**src/rtl/inst_fetch_ctrl.sv**
```systemverilog
// inst_fetch_ctrl: fetches 32-bit instructions as four little-endian byte reads into the IR, with redirect, valid/ready handoff and a sticky timeout error
module inst_fetch_ctrl #(
  parameter logic [31:0] RESET_PC = 32'h0000_0000,
  parameter int          TIMEOUT  = 16
) (
  input  logic        clk,
  input  logic        rst_n,
  input  logic        fetch_en,
  input  logic        redirect_valid,
  input  logic [31:0] redirect_pc,
  output logic        mem_rd,
  output logic [31:0] mem_addr,
  input  logic        mem_ack,
  input  logic [7:0]  mem_rdata,
  output logic [7:0]  ir_data,
  output logic [3:0]  ir_byte_we,
  output logic        inst_valid,
  input  logic        inst_ready,
  output logic [31:0] inst_pc,
  output logic        fetch_err
);
  typedef enum logic [2:0] {IDLE, REQ, LAST, VALID, ERR} state_t;
  state_t      state;
  logic [31:0] pc;
  logic [31:0] wait_cnt;
  logic [1:0]  byte_cnt;
  logic [31:0] redir_pc;
  logic [31:0] next_pc;
  assign redir_pc = {redirect_pc[31:2], 2'b00};
  assign next_pc  = pc + 32'd4;
  always_ff @(posedge clk or negedge rst_n)
    if (!rst_n) begin
      state      <= IDLE;
      pc         <= RESET_PC;
      wait_cnt   <= '0;
      byte_cnt   <= '0;
      mem_rd     <= 1'b0;
      mem_addr   <= RESET_PC;
      ir_data    <= '0;
      ir_byte_we <= '0;
      inst_valid <= 1'b0;
      inst_pc    <= RESET_PC;
      fetch_err  <= 1'b0;
    end else begin
      ir_byte_we <= '0;
      if (redirect_valid) begin
        pc         <= redir_pc;
        inst_pc    <= redir_pc;
        byte_cnt   <= '0;
        wait_cnt   <= '0;
        inst_valid <= 1'b0;
        fetch_err  <= 1'b0;
        mem_rd     <= fetch_en;
        mem_addr   <= redir_pc;
        state      <= fetch_en ? REQ : IDLE;
      end else
        case (state)
          IDLE:
            if (fetch_en) begin
              state    <= REQ;
              mem_rd   <= 1'b1;
              mem_addr <= pc;
            end
          REQ:
            if (!mem_rd)
              mem_rd <= 1'b1;
            else if (mem_ack) begin
              ir_data    <= mem_rdata;
              ir_byte_we <= 4'b0001 << byte_cnt;
              byte_cnt   <= byte_cnt + 2'd1;
              wait_cnt   <= '0;
              mem_rd     <= 1'b0;
              mem_addr   <= pc + {30'd0, 2'(byte_cnt + 2'd1)};
              if (byte_cnt == 2'd3)
                state <= LAST;
            end else if (TIMEOUT != 0 && wait_cnt == 32'(TIMEOUT - 1)) begin
              state     <= ERR;
              fetch_err <= 1'b1;
              mem_rd    <= 1'b0;
            end else
              wait_cnt <= wait_cnt + 32'd1;
          LAST: begin
            state      <= VALID;
            inst_valid <= 1'b1;
          end
          VALID:
            if (inst_ready) begin
              inst_valid <= 1'b0;
              pc         <= next_pc;
              inst_pc    <= next_pc;
              mem_addr   <= next_pc;
              mem_rd     <= fetch_en;
              state      <= fetch_en ? REQ : IDLE;
            end
          default: ;
        endcase
    end
endmodule

```
**config.mk**
```make
export PLATFORM = sky130hd
export DESIGN_NAME = inst_fetch_ctrl
export DESIGN_NICKNAME = d
export VERILOG_FILES = /design/src/rtl/inst_fetch_ctrl.sv
export SDC_FILE = /design/constraint.sdc
export NUM_CORES = 1
export LEC_CHECK = 0
export BUFFER_PORTS_ARGS = -buffer_cell sky130_fd_sc_hd__buf_4
export CORE_MARGIN = 5
export CORE_UTILIZATION = 25
export DETAILED_ROUTE_END_ITERATION = 10
export REMOVE_ABC_BUFFERS = 1
export SYNTH_ARGS = -nofsm -noshare
export SYNTH_HDL_FRONTEND = slang
export SYNTH_SLANG_ARGS = --single-unit
```
**constraint.sdc**
```tcl
create_clock -name clk -period 6 [get_ports clk]
set_input_delay 0.9 -clock clk [delete_from_list [all_inputs] [get_ports clk]]
set_output_delay 0.9 -clock clk [all_outputs]
set_load 0.01 [all_outputs]
```
# Word level (Yosys, flattened, before mapping)
# Index checks and enable logic that the tools add are counted.
# classes
add_sub_neg,4
n_eq_ne,13
n_shift,1
n_mux,45
n_bitwise,1
reduce_logical,19
# op_table
operator,n
$mux 32,12
$pmux 32 s3,1
$add 32x1->32 const B,1
$add 32x2->32,1
$add 32x3->32 const B,1
$eq 32x4->1 const B,1
$mux 3,7
$mux 4,4
$ne 3x3->1 const B,5
$mux 1,14
$pmux 3 s4,1
$reduce_bool 2->1,6
$reduce_and 3->1,3
$mux 2,4
$ne 4x4->1 const B,2
$reduce_and 4->1,2
$eq 3x2->1 const B,2
$reduce_and 6->1,1
$reduce_and 5->1,1
$reduce_bool 5->1,1
$reduce_and 2->1,2
$reduce_bool 4->1,1
$shl 1x2->4 const A,1
$eq 3x1->1 const B,1
8 further kinds,8
# totals
reg_bits,116
input_bits,46
output_inout_bits,79
elab_cells,93

# Longest topological paths before layout
# depth
ltp_word,6
depth_mapped,9
mapped_depth_nobuf,8

# Least setup slack after synthesis
# Ideal clock, no wire load.
# synth_path
path_type,input-to-reg
start,input redirect_valid
end,register mem_addr[10]
setup_ps,77
arrival_time_ps,2566
t_required_ps,5923
setup_slack_ps,3357
cell_stages,8
n_path_buf,3
path_cell_list,buf_2 -> or4b_2 -> a21oi_1 -> or2_2 -> buf_2 -> nor2_1 -> buf_2 -> a21oi_1
# synth_between
elab_chain_len,2
word_cells_on_any_way,7
classes_between,eq/ne (4); mux (1); reduce/logical (2)
# synth_rtl
item,line,source
start: declaration,9,"input logic redirect_valid,"
$ne 3x3->1 (no source line) / $reduce_bool 4->1 (equally long branches),n/a,
$reduce_and 5->1 (no source line),n/a,
end signal: assignment,54,mem_addr <= redir_pc;
end signal: assignment,62,mem_addr <= pc;
end signal: assignment,73,"mem_addr <= pc + {30'd0, 2'(byte_cnt + 2'd1)};"
end: declaration,12,"output logic [31:0] mem_addr,"
# Several ways; a longest one is shown, not always the timed one.
# A chain may end at the register's enable or synchronous reset.

# Worst setup path in the final report
# layout_path
start,input redirect_valid
end,register mem_addr[12]
# The elaborated chain is that of the path after synthesis.

==> metrics.md <==
| Metric | Value |
|---|---|
| Series of cell instances along the critical path | buf_4 > or4b_2 > a21oi_1 > or2_2 > nor2_1 > a21oi_1 |
| Die X | 173 µm |
| Initial Utilization | 25.5% |
| Result of the run | complete, no violations |
| Fin crit period | 3200 ps |
| Clock root buffer | sky130_fd_sc_hd__clkbuf_16 |
| Vias in the first global route | ~6000 |
| Antenna cell count | 0 |
| Worst flop-to-flop path startpoint | state[1] |
| RePlAce Congestion | ~0.80 |
| Post-synth design cell area | 6650 µm² |
| Layout overhead on the synthesized area | 25.9% |
| Unrepaired setup endpoints after global routing | false |
| Leading cell type in the layout, fill and taps excluded | sky130_fd_sc_hd__buf_4 |
| Post-CTS Resized | 0 |
| # Post-CTS Setup Buffers | 0 |
| Startpoint kind of the worst setup timing path | input pin |
| H-Tree Depth | 4 |
| Global-route wire length before repair | ~33 mm |
| Number of buffers on the longest clock path | 2 |
| Post-detailed-route DRC marker count | 0 |
| Final cycle utilization of the critical path | between 50% and 60% |
| Vias per cell | 5.10 |
| Fin. Hold Viols | 0 |
| Global-route met2 utilization | 22.0% |
| Detailed-route via count | approximately 6000 |
| EDFF count, synth | 0 |
| Non-Filler Cell Area, Final | roughly 8400 µm² |
| Source of the critical timing path | redirect_valid |
| Worst path arrival time | 3460 ps |
| Number of top-level pins | 125 |
| Grt total ovfl | 0 |
| Pins over their slew limit | 0 |
| Filler cell count in the final layout | between 2000 and 3000 |
| Highest fanout seen on the critical path | 55 |
| Met1 usage | between 10% and 20% |
| Stage delay of the slowest cell on the critical path | around 960 ps |
| Clock sink total | 114 |
| Pin count of the biggest net entering global routing | 65 |
| Critical path's top delay family | simple AND/OR/NAND/NOR gates |
| Worst slew margin relative to its limit | a little under a quarter |
| Yosys reg bits | 114 |
| First-iteration detailed-routing DRC count | 528 |
| Layout net count | about 880 |
| WL final | approximately 20 mm |
| Height of the chip | around 170 µm |
| Proportion of layout cells with a drive suffix above 1 | 23.1% |
| Global-route layer with the greatest usage | met2 |
| Startpoint of the lowest-slack hold path | mem_addr[14] |
| Leakage power summed over all cells | 3.38 nW |
| Clock latency reported for the late side of the worst-skew pair | ~420 ps |
| Mapped Avg Cell Area | 9.04 µm² |
| CP required | between 6000 and 7000 ps |
| Placed cell areas | around 7800 µm² |
| Die Area | ~30000 µm² |
| Total global routing track utilization | 13.7% |
| CTS tree | done |
| Count of TritonRoute iterations in the first routing pass | 5 |
| Portion of the post-synthesis area used by sequential elements | a little over two fifths |
| Standard cell with the maximum stage delay on the critical path | sky130_fd_sc_hd__nor2_1 |
| Clock edge transition at the registers on the reported setup and hold paths | roughly 60 ps |
| Number of max-capacitance violations reported | 0 |
| Critical Setup Path Class | input pin to flip-flop |
| Gate Count Post-Synth | around 740 |
| Top FF cell, synth | sky130_fd_sc_hd__dfrtp_1 |
| Type of the worst min-delay path | flip-flop to flip-flop |
| Routing usage on met3 | roughly 3.8% |
| Worst setup EP type | flip-flop |
| Yosys warning total | 0 |
| Routed length per placed instance | roughly 17 µm |
| Setup violation total in the final timing report | 0 |
| Number of antenna violations at the first check in global routing | 2 |
| Power, Total | around 0.0030 W |
| Worst Tran Pin Value | between 1000 and 1500 ps |
| Fmax achieved | around 310 MHz |
| Number of port buffers | 120 |
| Library cells used by synthesis | just over 60 |
| Total clock buffers created by CTS | 17 |
| Setup TNS | 0 ps |
| FF/Latch Area | roughly 2900 µm² |
| Count of antenna-violating nets left after detailed routing | 0 |
| # hold bufs at CTS | 0 |
| Worst-case vdd ir drop | between 0.15 and 0.2 mV |
| Multi-input gate area in the final layout | ~3500 µm² |
| Core box area | ~26000 µm² |
| Clk_skew | just over 10 ps |
| Row Count | 59 |
| Critical Path Most Common Cell | sky130_fd_sc_hd__a21oi_1 |
| Ys async rst share | 100% |
| HPWL after detailed placement | 14.2 mm |
| Commonest non-fill, non-tap cells in the layout | sky130_fd_sc_hd__buf_4, sky130_fd_sc_hd__dfrtp_1, sky130_fd_sc_hd__nand2_1 |
| Number of buffers and inverters on the critical path | 1 |
| Power density over cell area | around 360 nW/µm² |
tightest hold or removal path, stage by stage (launching register included):
cell                      delay, ps
sky130_fd_sc_hd__dfrtp_1        350
sky130_fd_sc_hd__nand2_1         50
sky130_fd_sc_hd__nand2_1         50
layer usage:
metal | part of all wire [%] | wire length, µm
met4 | 1.2 | 252
met2 | 47 | 9620
met5 | 0.10 | 21
met1 | 45 | 9270
met3 | 6.0 | 1220
power breakdown:
group / internal, W / leakage [nW] / switching [W]
clock: 0.000613 / 0.280 / 0.000397
sequential: 0.000927 / 1.42 / 0.000166
combinational: 0.000397 / 1.68 / 0.000487
logic make-up (layout without fill, tap and decap cells):
group / count (synthesis) / in the layout / synth area share (%)
mux: 28 / 28 / 4.67
buf+inv: 66 / 171 / 4.06
simple gates: 322 / 322 / 25.8
fa+ha+maj: 7 / 7 / 1.32
compound gates: 141 / 141 / 13.7
other cells: 1 / 3 / 0.0564
xor+xnor: 57 / 57 / 7.51
flops: 114 / 114 / 42.9
final cells by class:
type	instances	share of cell area, %
clock buffers	17	5.08
clock inverters	15	1.85
inverters	16	0.717
multi-input cells	558	42.2
flip-flops and latches	114	34.1
well taps	335	5.01
repair buffers	123	11.0
final timing paths:
check	end	slack (ps)	depth (start not counted)
setup / recovery	mem_addr[12]	2800	6
hold / removal	mem_addr[14]	470	2
setup reg to reg	wait_cnt[18]	3080	4
hold reg to reg	mem_addr[14]	470	2
max in group asynchronous	ir_byte_we[3]	4120	2
min in group asynchronous	mem_addr[17]	520	1
flip-flops by register name, indices dropped and copies added, names as in the netlist:
signal	flops
mem_addr	32
wait_cnt	32
pc	30
ir_data	8
ir_byte_we	4
state	3
byte_cnt	2
fetch_err	1
inst_valid	1
mem_rd	1
stage by stage:
| step | cells | setup slack [ps] | hold WS (ps) | util, % |
|---|---|---|---|---|
| after global routing | 1178 | 2560 | 495 | 32.0 |
| after CTS | 1178 | 2770 | 481 | 32.0 |
| final | 1178 | 2800 | 474 | 32.0 |
| after detailed placement | 1146 | 2370 | 466 | 29.8 |
| after floorplan | 688 | 2930 | 476 | - |
| after global placement | 1146 | 2400 | 457 | 29.8 |
cell usage after synthesis, types with 7 or more instances:
library cell | number | area, µm²
sky130_fd_sc_hd__inv_1 | 15 | 56.3
sky130_fd_sc_hd__or3_1 | 11 | 68.8
sky130_fd_sc_hd__dfrtp_1 | 114 | 2850
sky130_fd_sc_hd__clkbuf_1 | 32 | 120
sky130_fd_sc_hd__a21boi_0 | 13 | 97.6
sky130_fd_sc_hd__nor4_1 | 33 | 206
sky130_fd_sc_hd__xor2_1 | 19 | 166
sky130_fd_sc_hd__and3_1 | 12 | 75.1
sky130_fd_sc_hd__nor2_1 | 60 | 225
sky130_fd_sc_hd__nor3_1 | 24 | 120
sky130_fd_sc_hd__xnor2_1 | 38 | 333
sky130_fd_sc_hd__mux2_2 | 24 | 270
sky130_fd_sc_hd__a22oi_1 | 7 | 52.6
sky130_fd_sc_hd__nand3_1 | 36 | 180
sky130_fd_sc_hd__ha_1 | 7 | 87.6
sky130_fd_sc_hd__and4_1 | 7 | 61.3
sky130_fd_sc_hd__buf_2 | 12 | 60.1
sky130_fd_sc_hd__nand2_1 | 65 | 244
sky130_fd_sc_hd__and2_1 | 7 | 43.8
sky130_fd_sc_hd__o21ai_0 | 40 | 200
sky130_fd_sc_hd__a21oi_1 | 29 | 145
sky130_fd_sc_hd__nand2b_1 | 17 | 106
sky130_fd_sc_hd__nand4_1 | 19 | 119
Power figures use the tool's default switching activity.
